===== config.mk =====
export PLATFORM = sky130hd
export DESIGN_NAME = shift_load_arb
export DESIGN_NICKNAME = d
export VERILOG_FILES = /design/src/rtl/shift_load_arb.sv
export SDC_FILE = /design/constraint.sdc
export NUM_CORES = 1
export LEC_CHECK = 0
export CORE_MARGIN = 4
export CORE_UTILIZATION = 39
export DETAILED_ROUTE_END_ITERATION = 10
export HOLD_SLACK_MARGIN = 0.05
export PLACE_DENSITY_LB_ADDON = 0.15
export SYNTH_ARGS = -nofsm -noshare
export SYNTH_HDL_FRONTEND = slang
export SYNTH_SLANG_ARGS = --single-unit

===== constraint.sdc =====
create_clock -name clk -period 1 [get_ports clk]
set_clock_uncertainty 0.05 [all_clocks]
set_input_delay 0.2 -clock clk [delete_from_list [all_inputs] [get_ports clk]]
set_output_delay 0.2 -clock clk [all_outputs]
set_load 0.05 [all_outputs]

===== src/rtl/shift_load_arb.sv =====
// Round-robin sequencer that loads a granted requester word into an external
// serial-in shift register, LSB first, and strobes frame_valid when it is in place.
//
// state   | meaning
// --------+---------------------------------------------------------------
// S_IDLE  | waiting for a request; arbitration happens on each edge here
// S_SHIFT | driving hold[0] on sx for WIDTH cycles
// S_GAP   | forced idle spacing of GAP_CYCLES cycles after a frame
module shift_load_arb #(
   parameter int WIDTH      = 4,
   parameter int GAP_CYCLES = 0
) (
   input  logic             clk,
   input  logic             reset,
   input  logic             req0,
   input  logic [WIDTH-1:0] din0,
   output logic             ack0,
   input  logic             req1,
   input  logic [WIDTH-1:0] din1,
   output logic             ack1,
   output logic             sx,
   output logic             busy,
   output logic             frame_valid,
   output logic             frame_owner
);

   localparam int               CNT_W    = (WIDTH > 1) ? $clog2(WIDTH) : 1;
   localparam logic [CNT_W-1:0] CNT_LAST = CNT_W'(WIDTH - 1);
   localparam logic [3:0]       GAP_LOAD = (GAP_CYCLES > 0) ? 4'(GAP_CYCLES - 1) : 4'd0;

   typedef enum logic [1:0] {
      S_IDLE  = 2'd0,
      S_SHIFT = 2'd1,
      S_GAP   = 2'd2
   } state_t;

   state_t           r_state;
   state_t           w_next;
   logic [WIDTH-1:0] r_hold;
   logic [CNT_W-1:0] r_bit_cnt;
   logic [3:0]       r_gap_cnt;
   logic             r_last_grant;
   logic             r_cur_owner;
   logic             r_frame_owner;
   logic             r_frame_valid;
   logic             r_ack0;
   logic             r_ack1;

   logic             w_grant;
   logic             w_grant_idx;
   logic             w_last_bit;
   logic             w_gap_done;

   always_comb begin
      w_grant     = 1'b0;
      w_grant_idx = 1'b0;
      if (req0 && req1) begin
         w_grant     = 1'b1;
         w_grant_idx = ~r_last_grant;
      end else if (req0) begin
         w_grant     = 1'b1;
         w_grant_idx = 1'b0;
      end else if (req1) begin
         w_grant     = 1'b1;
         w_grant_idx = 1'b1;
      end
   end

   assign w_last_bit = (r_bit_cnt == CNT_LAST);
   assign w_gap_done = (r_gap_cnt == 4'd0);

   always_ff @(posedge clk) begin
      if (reset) r_state <= S_IDLE;
      else       r_state <= w_next;
   end

   always_comb begin
      w_next = r_state;
      case (r_state)
         S_IDLE:  if (w_grant) w_next = S_SHIFT;
         S_SHIFT: if (w_last_bit) w_next = (GAP_CYCLES > 0) ? S_GAP : S_IDLE;
         S_GAP:   if (w_gap_done) w_next = S_IDLE;
         default: w_next = S_IDLE;
      endcase
   end

   // Datapath; ack and frame_valid default low so they can only ever pulse.
   always_ff @(posedge clk) begin
      if (reset) begin
         r_hold        <= '0;
         r_bit_cnt     <= '0;
         r_gap_cnt     <= 4'd0;
         r_last_grant  <= 1'b1;
         r_cur_owner   <= 1'b0;
         r_frame_owner <= 1'b0;
         r_frame_valid <= 1'b0;
         r_ack0        <= 1'b0;
         r_ack1        <= 1'b0;
      end else begin
         r_ack0        <= 1'b0;
         r_ack1        <= 1'b0;
         r_frame_valid <= 1'b0;
         case (r_state)
            S_IDLE: begin
               if (w_grant) begin
                  r_hold       <= w_grant_idx ? din1 : din0;
                  r_cur_owner  <= w_grant_idx;
                  r_last_grant <= w_grant_idx;
                  r_bit_cnt    <= '0;
                  r_ack0       <= ~w_grant_idx;
                  r_ack1       <= w_grant_idx;
               end
            end
            S_SHIFT: begin
               r_hold    <= {1'b0, r_hold[WIDTH-1:1]};
               r_bit_cnt <= r_bit_cnt + 1'b1;
               if (w_last_bit) begin
                  r_frame_valid <= 1'b1;
                  r_frame_owner <= r_cur_owner;
                  r_gap_cnt     <= GAP_LOAD;
               end
            end
            S_GAP: begin
               if (!w_gap_done) r_gap_cnt <= r_gap_cnt - 1'b1;
            end
            default: ;
         endcase
      end
   end

   assign sx          = (r_state == S_SHIFT) ? r_hold[0] : 1'b0;
   assign busy        = (r_state != S_IDLE);
   assign ack0        = r_ack0;
   assign ack1        = r_ack1;
   assign frame_valid = r_frame_valid;
   assign frame_owner = r_frame_owner;

endmodule

### Word-level counts from Yosys, hierarchy flattened

Cells that the tools add are included.

* register bits: 18
* input bits: 12
* output and inout port bits: 6
* word-level logic and storage cells: 56

* add/subtract/negate cells: 2
* bitwise logic cells: 5
* reduce and logical (&&, ||, !) cells: 13
* eq/ne operators: 7
* muxes and demuxes: 19

Operators with widths (count)
* $mux 4: 4
* $pmux 4 s2: 2
* $mux 2: 4
* $ne 2x2->1 const B: 4
* $mux 1: 7
* $pmux 2 s3: 1
* $reduce_and 2->1: 3
* $reduce_and 3->1: 2
* $reduce_bool 2->1: 3
* $not 1->1: 5
* $eq 2x2->1 const B: 2
* $logic_not 4->1: 1
* $pmux 2 s2: 1
* $sub 4x1->4 const B: 1
* $reduce_or 3->1: 1
* $add 2x1->2 const B: 1
* $eq 2x1->1 const B: 1
* $logic_not 2->1: 1
* $reduce_or 2->1: 1
* $logic_and 1x1->1: 1

### Depth between registers and ports, before layout

* depth after elaboration: 6
* gate-level depth with buffers: 4
* mapped depth without buffers: 4

### Worst setup path before layout

No wires, ideal clock.

* kind: register to output
* start point: reg r_state[0]
* end point: out sx
* buffers on the path: 1
* data arrival time: 1367 ps
* required time: 750 ps
* stages on the path, launching flop included: 3
* slack: -617 ps
* cells stage by stage: dfxtp_1 > buf_4 > and2_1

* longest elaborated chain between the ends: 2

RTL lines
* start, declared: RTL line 37 `state_t r_state;`
* start signal, assigned: RTL line 74 `else r_state <= w_next;`
* $eq 2x1->1: RTL line 131 `assign sx = (r_state == S_SHIFT) ? r_hold[0] : 1'b0;`
* $mux 1: RTL line 131
* end, declared: RTL line 21 `output logic sx,`

Every way passes these cells.

### Worst setup path in the final report

* start point: reg r_hold[0]
* end point: out sx

* longest elaborated chain between the ends: 1

RTL lines
* start, declared: RTL line 39 `logic [WIDTH-1:0] r_hold;`
* start signal, assigned: RTL line 106 `r_hold <= w_grant_idx ? din1 : din0;`
* start signal, assigned: RTL line 115 `r_hold <= {1'b0, r_hold[WIDTH-1:1]};`
* $mux 1: RTL line 131

Every way passes these cells.

==> flow_metrics.env <==
export IMPL_clock_insertion_delay_worst_skew_ns=0.28
export IMPL_num_io_pins=18
export IMPL_grt_antenna_before_repair=0
export IMPL_row_count=13
export IMPL_timing_critical_path_fanout_max=2
export IMPL_routed_via_density=5.36
export IMPL_drive_gt1_share_pct=48.9
export IMPL_power_share_clock_pct=27.1
export IMPL_post_synth_most_frequent_cells="dfxtp_1 (13), nor2_1 (7), nand2b_1 (5), a32o_1 (3), nand3b_1 (3)"
export IMPL_route_antenna_remaining_nets=0
export IMPL_cts_htree_levels=1
export IMPL_power_switching_share_pct=27.8
export IMPL_timing_fmax_mhz=795
export IMPL_grt_max_degree=10
export IMPL_final_worst_path_setup_slack_ns=-0.258
export IMPL_totalNegativeSetupSlack_ns=-1.00
export IMPL_numPortBuffers=17
export IMPL_crit_path_top_delay_cell="dfxtp_2"
export IMPL_area_growth_syn_to_layout_pct=76.8
export IMPL_finish_instance_area_um2=1060
export IMPL_int_power_mw=0.900
export IMPL_fraction_of_post_synthesis_cell_area_in_the_top_cell_type_by_area_pct=43.4
export IMPL_synthesis_nets=73
export IMPL_p_seq_share_pct=46.1
export IMPL_clock_tree_root_cell="clkbuf_4"
export IMPL_drt_initial_drc_count=8
export IMPL_grt_overflow_total=0
export IMPL_detail_route_first_pass_iterations=4
export IMPL_worstSetupPathType="reg2out"
export IMPL_violations_in_the_final_reports="setup timing"
export IMPL_finalSetupViolCount=15
export IMPL_post_synth_top_count_cell="dfxtp_1"
export IMPL_fp_dieH_um=47.2
export IMPL_required_time_reported_for_the_critical_path_endpoint_ns=0.75
export IMPL_cts_hold_fix_buffers=0
export IMPL_synth_seq_cells=13
export IMPL_routed_via_count=573
export IMPL_maxCapViolations=0
export IMPL_slew_at_the_pin_closest_to_its_max_slew_limit_ns=0.347
export IMPL_crit_path_max_incr_delay_ns=0.33
export IMPL_power_ir_vdd_worst_v=0.000683
export IMPL_grt_util_all_layers_pct=16.7
export IMPL_routed_wire_length_per_instance_um=14.3
export IMPL_synth_edff_count=0
export IMPL_timing_critical_path_from_type="flip-flop"
export IMPL_part_of_the_power_in_combinational_logic_pct=26.8
export IMPL_post_synth_cell_area_avg_um2=9.99
export IMPL_post_synth_inst_count=60
export IMPL_routed_wl_mm=1.53
export IMPL_post_synth_num_cell_types=30
export IMPL_synth_main_ff_cell="dfxtp_1"
export IMPL_fin_hold_ws_ns=0.263
export IMPL_outcome="complete, but fails checks"
export IMPL_use_met1_pct=21.3
export IMPL_synth_top_cells_by_area="dfxtp_1 (43%), nand2b_1 (5.2%), a32o_1 (5.0%)"
export IMPL_clkSlewWorstSetupHoldPaths_ns=0.08
export IMPL_globalRoute_busiestLayer="met2"
export IMPL_first_global_vias=551
export IMPL_finalWorstPathRequiredPeriod_ns=1.26
export IMPL_crit_arrival_ns=1.01
export IMPL_chipWidth_um=47.2
export IMPL_cp_end_kind="output pin"
export IMPL_place_detailed_hpwl_mm=1.04
export IMPL_power_density_cell_area_nw_per_um2=1180
export IMPL_clock_tree_buffer_depth=2
export IMPL_timing_hold_violations_final=0
export IMPL_globalRouteMet3Util_pct=4.60
export IMPL_synth_yosys_seq_area_share_pct=43.4
export IMPL_synth_async_reset_ratio_pct=0
export IMPL_dpl_cell_area_um2=922
export IMPL_grt_pass1_wl_mm=2.47
export IMPL_leakagePower_nw=0.432
export IMPL_remaining_drc_errors=0
export IMPL_finalPower_mw=1.25
export IMPL_layout_filler_cells=103
export IMPL_synth_area_um2=599
export IMPL_layout_nets=106
export IMPL_cts_tree="built"
export IMPL_max_slew_margin_rel_pct=76.9
export IMPL_ys_warn_count=0
export IMPL_clock_sink_count=13
export IMPL_final_period_utilization_pct=126
export IMPL_hold_path_class="in2reg"
export IMPL_cts_buffers=3
export IMPL_antenna_diode_count=0
export IMPL_design_core_area_um2=1370
export IMPL_use_met2_pct=24.7
export IMPL_synth_top_cell_by_area="dfxtp_1"
export IMPL_initial_standard_cell_utilization_of_the_core_pct=43.9
export IMPL_design_die_area_um2=2230
export IMPL_timing_critical_path_cells="buf_6 -> and2_4 -> buf_12"
export IMPL_grt_setup_unrepaired="true"
export IMPL_maxSlewViolCount=0
export IMPL_power_dissipated_by_switching_net_loads_mw=0.346
export IMPL_globalplace_congestion=0.685
## registers in the layout, summed over array words and instances, names as in the netlist
signal	cells
ack1	1
r_cur_owner	1
r_last_grant	1
ack0	1
frame_valid	1
r_hold	4
r_bit_cnt	2
r_state	1
frame_owner	1
## path summary, 6_finish.rpt
| path | slack (ns) | startpoint | cells past startpoint | to |
|---|---|---|---|---|
| worst min-delay path | 0.26 | req1 | 3 | r_hold[3] |
| worst min register to register | 0.44 | r_hold[3] | 1 | r_hold[2] |
| worst max register to register | -0.11 | r_state[0] | 3 | r_last_grant |
| worst max-delay path | -0.26 | r_hold[0] | 3 | sx |
## power by group through the flow
stage,combinational (mW),sequential (mW),clock [mW]
2_1_floorplan,0.121,0.600,0
3_3_place_gp,0.270,0.584,0
3_5_place_dp,0.274,0.585,0
4_1_cts,0.328,0.574,0.348
5_1_grt,0.356,0.577,0.386
6_report,0.334,0.574,0.338
## what timing repair did
item / 4_1_cts / 5_1_grt
pin swaps: 6 / 2
gates resized for setup: 26 / 4
endpoints found under the setup margin: 17 / 17
setup buffers: 3 / 0
## critical path, delay by kind of cell (launching register included)
kind / cells / cell delay, ns
DFF: 1 / 0.33
buffers and inverters: 2 / 0.24
and+or+nand+nor: 1 / 0.15
## area by class of cell
type	instances	area [um2]	share of cell area, %
well taps	15	18.8	1.77
repair buffers	32	365	34.5
clock buffers	4	26.3	2.48
inverters	1	3.75	0.354
multi-input cells	42	375	35.4
flip-flops and latches	13	270	25.5
## per-layer routing
layer | vias up | wire length, um
met1 | 270 | 656
met4 | 0 | 53
met2 | 15 | 754
met3 | 5 | 63
li1 | 283 | -
met5 | - | 0
## stage by stage
step	cells	utilization [%]	setup slack (ns)
after global routing	107	77.6	-0.302
after CTS	107	77.1	-0.270
after global placement	100	67.5	-0.579
after floorplan	60	-	-0.0793
after detailed placement	100	67.5	-0.591
final	107	77.6	-0.258
## cell usage in the layout, fill, tap and decap left out, types with 2 or more instances in the layout
cell type        n
a21oi_1          2
a32o_1           3
buf_12           6
buf_4            7
buf_6            8
clkbuf_4         3
clkdlybuf4s50_1  8
dfxtp_1          7
dfxtp_2          5
dlygate4sd2_1    2
nand2b_1         3
nand2b_4         2
nand3b_1         3
nor2_1           6
o31a_1           2
## logic make-up after synthesis
kind of cell    share of synthesized area, %
compound gates                          21.5
mux                                     3.55
buf+inv                                 5.63
flops                                   43.4
simple gates                            23.8
fa+ha+maj                               2.09
(Power assumes the default switching activity.)
